## src/rtl/uart_tx_frame.sv

```systemverilog
// uart_tx_frame: 8N1 serial transmitter for the analyzer's inverted-polarity line.
//
// Each accepted request sends a 10-bit frame, LSB first, with every bit held
// for BAUD_DIV clocks. Line levels are inverted relative to a standard UART:
// idle = 0, start = 1, data bits inverted, stop = 0.
//
// Optional feature macro: UART_TX_FIFO_EN
//   undefined : no buffering; tx_full mirrors tx_busy.
//   defined   : FIFO_DEPTH-entry byte FIFO in front of the serializer.
//
// Ports
//   clk       in   system clock, rising edge
//   rst       in   asynchronous active-high reset
//   trmt      in   one-cycle send request, paired with tx_data
//   tx_data   in   [7:0] byte to send
//   clr_done  in   clears tx_done
//   TX        out  serial line (registered)
//   tx_busy   out  frame in progress
//   tx_full   out  a request in this cycle would be ignored
//   tx_done   out  sticky: last frame completed
//   fsm_state out  current FSM state (0 = idle, 1 = transmitting)
//
// Handshake: trmt/tx_data form a one-cycle request. It is taken in the cycle
// it is high if tx_full is low (with the FIFO, also when the FIFO is full but
// is being popped in that same cycle); otherwise it is dropped silently.
module uart_tx_frame #(
  parameter int BAUD_DIV   = 34,
  parameter int FIFO_DEPTH = 4
) (
  input  logic       clk,
  input  logic       rst,
  input  logic       trmt,
  input  logic [7:0] tx_data,
  input  logic       clr_done,
  output logic       TX,
  output logic       tx_busy,
  output logic       tx_full,
  output logic       tx_done,
  output logic       fsm_state
);

  localparam int CW = $clog2(BAUD_DIV);
  localparam logic [CW-1:0] BAUD_LOAD = CW'(BAUD_DIV - 1);

  typedef enum logic {
    S_IDLE = 1'b0,
    S_TX   = 1'b1
  } state_t;

  state_t         state;
  state_t         state_nxt;
  logic [9:0]     shift_reg;
  logic [CW-1:0]  baud_cnt;
  logic [3:0]     bit_cnt;
  logic           tx_q;
  logic           done_q;

  logic           load;
  logic [7:0]     load_data;
  logic           queue_empty;
  logic           shift;
  logic           last_shift;

  assign shift      = (state == S_TX) && (baud_cnt == '0);
  // The tenth shift ends the frame: the stop bit has then been held BAUD_DIV clocks.
  assign last_shift = shift && (bit_cnt == 4'd9);

`ifdef UART_TX_FIFO_EN
  localparam int AW = (FIFO_DEPTH > 1) ? $clog2(FIFO_DEPTH) : 1;

  logic [7:0]  mem [FIFO_DEPTH];
  logic [AW-1:0] rd_ptr;
  logic [AW-1:0] wr_ptr;
  logic [AW:0]   count;
  logic          fifo_full;
  logic          push;
  logic          pop;

  assign fifo_full   = (count == (AW + 1)'(FIFO_DEPTH));
  assign queue_empty = (count == '0);
  // The serializer drains the FIFO whenever it is idle, which leaves exactly
  // one idle clock between consecutive frames.
  assign pop         = (state == S_IDLE) && !queue_empty;
  // A full FIFO still accepts a byte in the cycle it is popped.
  assign push        = trmt && (!fifo_full || pop);
  assign load        = pop;
  assign load_data   = mem[rd_ptr];
  assign tx_full     = fifo_full;

  always_ff @(posedge clk) begin
    if (push) begin
      mem[wr_ptr] <= tx_data;
    end
  end

  always_ff @(posedge clk or posedge rst) begin
    if (rst) begin
      rd_ptr <= '0;
      wr_ptr <= '0;
      count  <= '0;
    end else begin
      if (push) begin
        wr_ptr <= wr_ptr + 1'b1;
      end
      if (pop) begin
        rd_ptr <= rd_ptr + 1'b1;
      end
      case ({push, pop})
        2'b10:   count <= count + 1'b1;
        2'b01:   count <= count - 1'b1;
        default: count <= count;
      endcase
    end
  end
`else
  assign queue_empty = 1'b1;
  assign load        = (state == S_IDLE) && trmt;
  assign load_data   = tx_data;
  assign tx_full     = (state == S_TX);
`endif

  // State register
  always_ff @(posedge clk or posedge rst) begin
    if (rst) begin
      state <= S_IDLE;
    end else begin
      state <= state_nxt;
    end
  end

  // Next-state logic
  always_comb begin
    state_nxt = state;
    case (state)
      S_IDLE:  if (load)       state_nxt = S_TX;
      S_TX:    if (last_shift) state_nxt = S_IDLE;
      default: state_nxt = S_IDLE;
    endcase
  end

  // Datapath: shift register, bit timing, registered line output.
  // The line flop is loaded with the same value that becomes shift_reg[0],
  // so TX shows the start bit in the cycle after the load.
  always_ff @(posedge clk or posedge rst) begin
    if (rst) begin
      shift_reg <= '0;
      baud_cnt  <= '0;
      bit_cnt   <= '0;
      tx_q      <= 1'b0;
    end else if (load) begin
      shift_reg <= {1'b0, ~load_data, 1'b1};
      baud_cnt  <= BAUD_LOAD;
      bit_cnt   <= '0;
      tx_q      <= 1'b1;
    end else if (shift) begin
      shift_reg <= {1'b0, shift_reg[9:1]};
      baud_cnt  <= BAUD_LOAD;
      bit_cnt   <= bit_cnt + 4'd1;
      tx_q      <= last_shift ? 1'b0 : shift_reg[1];
    end else if (state == S_TX) begin
      baud_cnt  <= baud_cnt - 1'b1;
    end
  end

  // Sticky completion flag: set wins over clr_done; a new frame clears it.
  // With the FIFO, it is only set once the queue has drained.
  always_ff @(posedge clk or posedge rst) begin
    if (rst) begin
      done_q <= 1'b0;
    end else if (last_shift && queue_empty) begin
      done_q <= 1'b1;
    end else if (load || clr_done) begin
      done_q <= 1'b0;
    end
  end

  assign TX        = tx_q;
  assign tx_busy   = (state == S_TX);
  assign tx_done   = done_q;
  assign fsm_state = state;

endmodule
```

## config.mk

```make
export PLATFORM = sky130hd
export DESIGN_NAME = uart_tx_frame
export DESIGN_NICKNAME = d
export VERILOG_FILES = /design/src/rtl/uart_tx_frame.sv
export SDC_FILE = /design/constraint.sdc
export NUM_CORES = 1
export LEC_CHECK = 0
export CELL_PAD_IN_SITES_DETAIL_PLACEMENT = 0
export CELL_PAD_IN_SITES_GLOBAL_PLACEMENT = 2
export CORE_MARGIN = 1
export CORE_UTILIZATION = 33
export DETAILED_ROUTE_END_ITERATION = 10
export MAX_ROUTING_LAYER = met4
export PLACE_DENSITY = 0.88
export SYNTH_ARGS = -nofsm -noshare
export SYNTH_HDL_FRONTEND = slang
export SYNTH_SLANG_ARGS = --single-unit
```

## constraint.sdc

```tcl
create_clock -name clk -period 2 [get_ports clk]
set_input_delay 0.5 -clock clk [delete_from_list [all_inputs] [get_ports clk]]
set_output_delay 0.5 -clock clk [all_outputs]
set_load 0.01 [all_outputs]
```

---- After elaboration in Yosys (flattened, before gate mapping) ----
Cells that the tools add are included.
W data, S select, Z words.
storage, ports and cells
  register bits ........................... 23
  input bits .............................. 12
  output and inout port bits .............. 5
  word-level logic and storage cells ...... 34
operators by class
  add/subtract/negate cells ............... 2
  equality and inequality tests ........... 1
  mux-type cells .......................... 15
  bitwise operators ....................... 2
  reduce and logical (&&, ||, !) cells .... 8
operators with widths
  operator               number
  $mux W10               2
  $mux W6                3
  $mux W4                2
  $not A8 Y8             1
  $mux W1                7
  $logic_not A6 Y1       1
  $sub A6 B1 Y6 const B  1
  $add A4 B1 Y4 const B  1
  $eq A4 B4 Y1 const B   1
  $reduce_bool A2 Y1     2
  $logic_and A1 B1 Y1    3
  $reduce_bool A3 Y1     1
  $pmux W1 S2            1
  $logic_or A1 B1 Y1     1
  $not A1 Y1             1

---- Depth between registers and ports, before layout ----
  depth in word-level cells ............... 6
  depth in mapped cells ................... 6
  mapped depth without buffers ............ 5

---- Least setup slack after synthesis ----
Ideal clock, no wire load.
  path kind ............................... flip-flop to flip-flop
  from .................................... register baud_cnt[2]
  to ...................................... register baud_cnt[5]
  setup time .............................. 0.072 ns
  arrival ................................. 1.522 ns
  required time ........................... 1.928 ns
  path slack .............................. 0.406 ns
  cell stages (with the launch flop) ...... 5
  path buffers ............................ 1
  period minus slack after synthesis ...... 1.594 ns
  cells stage by stage .................... dfrtp_1 > or3_4 > buf_6 > or4_1 > nand4_1
on the way
  cells in the longest elaborated chain, start to end .. 4
  elaborated cells between the ends (all ways) .. 7
  classes of those cells .................. add/sub: 1; mux: 3; reduce/logical: 3
RTL lines
  what                                               line     source
  from (decl)                                        53       logic [CW-1:0] baud_cnt;
  from (signal assigned)                             161      baud_cnt <= baud_cnt - 1'b1;
  $sub A6 B1 Y6 or $logic_not A6 Y1 (tied branches)  161, 64
  $mux W6 or $logic_and A1 B1 Y1 (tied branches)     160, 64
  $mux W6                                            155      end else if (shift) begin
  $mux W6                                            150      end else if (load) begin
Several ways; a longest one is shown, not always the timed one. The select of a mux whose other input is x is not followed.
A chain may end at the register's enable or synchronous reset.

---- Worst setup path in the final report ----
  from .................................... register state, in the netlist fsm_state
  to ...................................... output tx_busy
RTL lines
  what                    line  source
  from (decl)             50    state_t state;
  from (signal assigned)  127   state <= state_nxt;
  to (decl)               36    output logic tx_busy,
No word-level cell between the ends.

==> results <==
==> what timing repair did <==
action,in CTS,in global routing
gates resized for setup,0,1
endpoints found under the setup margin,0,3
buffers inserted,0,0
==> Yosys cell counts, drive strengths merged <==
cell type  number  area (µm²)
buf             5       36.28
o21ai           3       15.01
nand2b          3       18.77
a211oi          1       7.510
nor3            3       20.02
nor2            3       13.77
or4             3       23.77
or3             1       11.26
a21oi           3       15.01
dfrtp          21       525.5
mux2i           1       10.01
nand2          10       37.54
inv             7       26.28
o32ai           1       8.760
nand3           2       10.01
a31oi           1       6.260
nand4           8       50.05
nand3b          2       15.01
o31ai           5       37.54
nor2b           1       6.260
or2             1       6.260
ha              4       50.05
o22ai           1       6.260
clkbuf          4       15.01
a31o            1       8.760
o311ai          2       17.52
a21boi          1       7.510
o211ai          2       15.01
o221ai          7       61.31
==> worst paths after layout <==
check,from,end,slack [ns],cells past startpoint
worst max-delay path,fsm_state,tx_busy,0.14,1
worst min-delay path,rst,shift_reg[8],0.50,3
worst max register to register,baud_cnt[2],bit_cnt[3],0.29,3
worst min register to register,baud_cnt[0],baud_cnt[0],0.52,1
max in group asynchronous,rst,fsm_state,1.26,3
min in group clk,baud_cnt[0],baud_cnt[0],0.52,1
==> worst min-delay path, stage by stage <==
cell             delay (ns)
clkdlybuf4s50_1        0.39
inv_1                  0.05
buf_4                  0.27
==> cell families after synthesis <==
family | count (synthesis)
fa+ha+maj | 4
flops | 21
buf+inv | 16
compound gates | 28
simple gates | 37
mux | 1
==> stage by stage <==
step / cell area, µm² / worst slack [ns] / std cells
floorplan: 1082 / 0.4063 / 107
global placement: 1311 / 0.1508 / 165
detailed placement: 1311 / 0.1108 / 165
CTS: 1338 / 0.02362 / 169
global route: 1339 / 0.07427 / 169
finish: 1339 / 0.1440 / 169
==> where the power goes <==
| group | internal (mW) | switching (mW) |
|---|---|---|
| sequential | 0.617 | 0.151 |
| clock | 0.0779 | 0.132 |
| combinational | 0.305 | 0.307 |
| total | 1.00 | 0.590 |
==> routing by layer <==
layer | vias to the layer above | share of wire (%)
met5 | - | 0
met4 | 0 | 1.6
met3 | 4 | 2.5
met2 | 19 | 50
met1 | 457 | 46
li1 | 437 | -
==> cell type report <==
cell class | instances | area [µm²]
well taps | 44 | 55.05
inverters | 7 | 26.28
multi-input cells | 70 | 479.2
clock buffers | 4 | 26.28
flip-flops and latches | 21 | 526.8
repair buffers | 23 | 225.2
fillers | 312 | 1739
==> flow_summary.ini <==
[outcome]
status = finished clean

[placement]
io_buffer_count = 16
gp_congestion = 0.6898
hpwl_um = 1615

[routing]
ant_nets = 0
drt_iter0_drc = 15
via_count = 917
wl_um = 2261
wire_per_inst_um = 13.38
drt_first_pass_iters = 4
via_per_inst = 5.426
drc = 0

[yosys]
ys_seq_area_share_pct = 48.55
ys_warn_count = 0
synth_xor_xnor_area_share_pct = 0
synth_area_um2 = 1082
yosys.area_share.simple_pct = 19.65
synth_cell_types = 34
muxShareOfSynthArea_pct = 0.9249
synth.avg_cell_area_um2 = 10.11
syn-num-nets = 123
synth_compound_area_share_pct = 19.08
synth_top_family_by_area = simple AND/OR/NAND/NOR gates
syn_inst = 107
synth_seq_cells = 21
synthAdderAreaFrac_pct = 4.624

[timing]
fin_skew_ns = 0.003111
holdWs_ns = 0.5004
relSlewSlack_pct = 70.63
rsz0062_at_grt = no
tns_ns = 0
setup_viol = 0
worst_slew_pin_slew_ns = 0.4400
fmax_mhz = 538.8
layout_min_cycle_time_ns = 1.856
post-route-period-util_pct = 92.80
finalHoldViolations = 0
final_max_slew_viol_count = 0

[worst_setup_path]
cp-end-kind = primary output
crit_slowest_cell = clkdlybuf4s50_1
cp_top_family = buffers and inverters
crit_buf_inv = 1
crit_path_start_kind = register
cp_cell_sequence = clkdlybuf4s50_1
crit_required_ns = 1.50
critPathMaxStageDelay_ns = 0.57
critical_path_class = register to primary output
arrival_ns = 1.36
worstPathMaxFanout = 11

[clock_network]
clkTransAtPathRegs_ns = 0.12
cts_root_buffer = clkbuf_4
numClockSinks = 21
hold_buffers = 0
cts_buffer_depth = 2
htreeDepth = 1
clk-insertion-delay-late_ns = 0.31
tritoncts = yes
cts_buffers = 3

[global_routing]
grt_antenna_before_repair = 0
gr-total-overflow = 0
met3_usage_pct = 1.965
first_global_vias = 919
grt_max_degree = 26
grt_pass1_wl_um = 4105
grt_use_met1_pct = 18.94
gr-usage-all-layers_pct = 16.20
grt_busiest_layer = met2
gr-usage-met2_pct = 27.29

[layout]
antenna_cells = 0
utilization_pct = 43.50
final_common_cell = dfrtp_1
largest_register_ff_count = 8
nets = 142
drive_gt1_share_pct = 13.60
layout_common_cells = dfrtp_1, clkdlybuf4s50_1, nand2_1
area_growth_pct = 23.70

[floorplanning]
std_cell_rows = 20
die_h_um = 59.27
ios = 17
fp.dieW_um = 59.27
start_util_pct = 35.16
dieArea_um2 = 3513
core_area_um2 = 3078

[power]
power_mw = 1.589
power_density_nw_per_um2 = 1187
cellLeakagePower_nw = 0.5535
peakVddDrop_mv = 0.5827

[run]
max_cap_violations = 0

[min_path]
hp-class = input port to asynchronous set/reset pin
No activity file was read; power rests on OpenSTA's default activity.
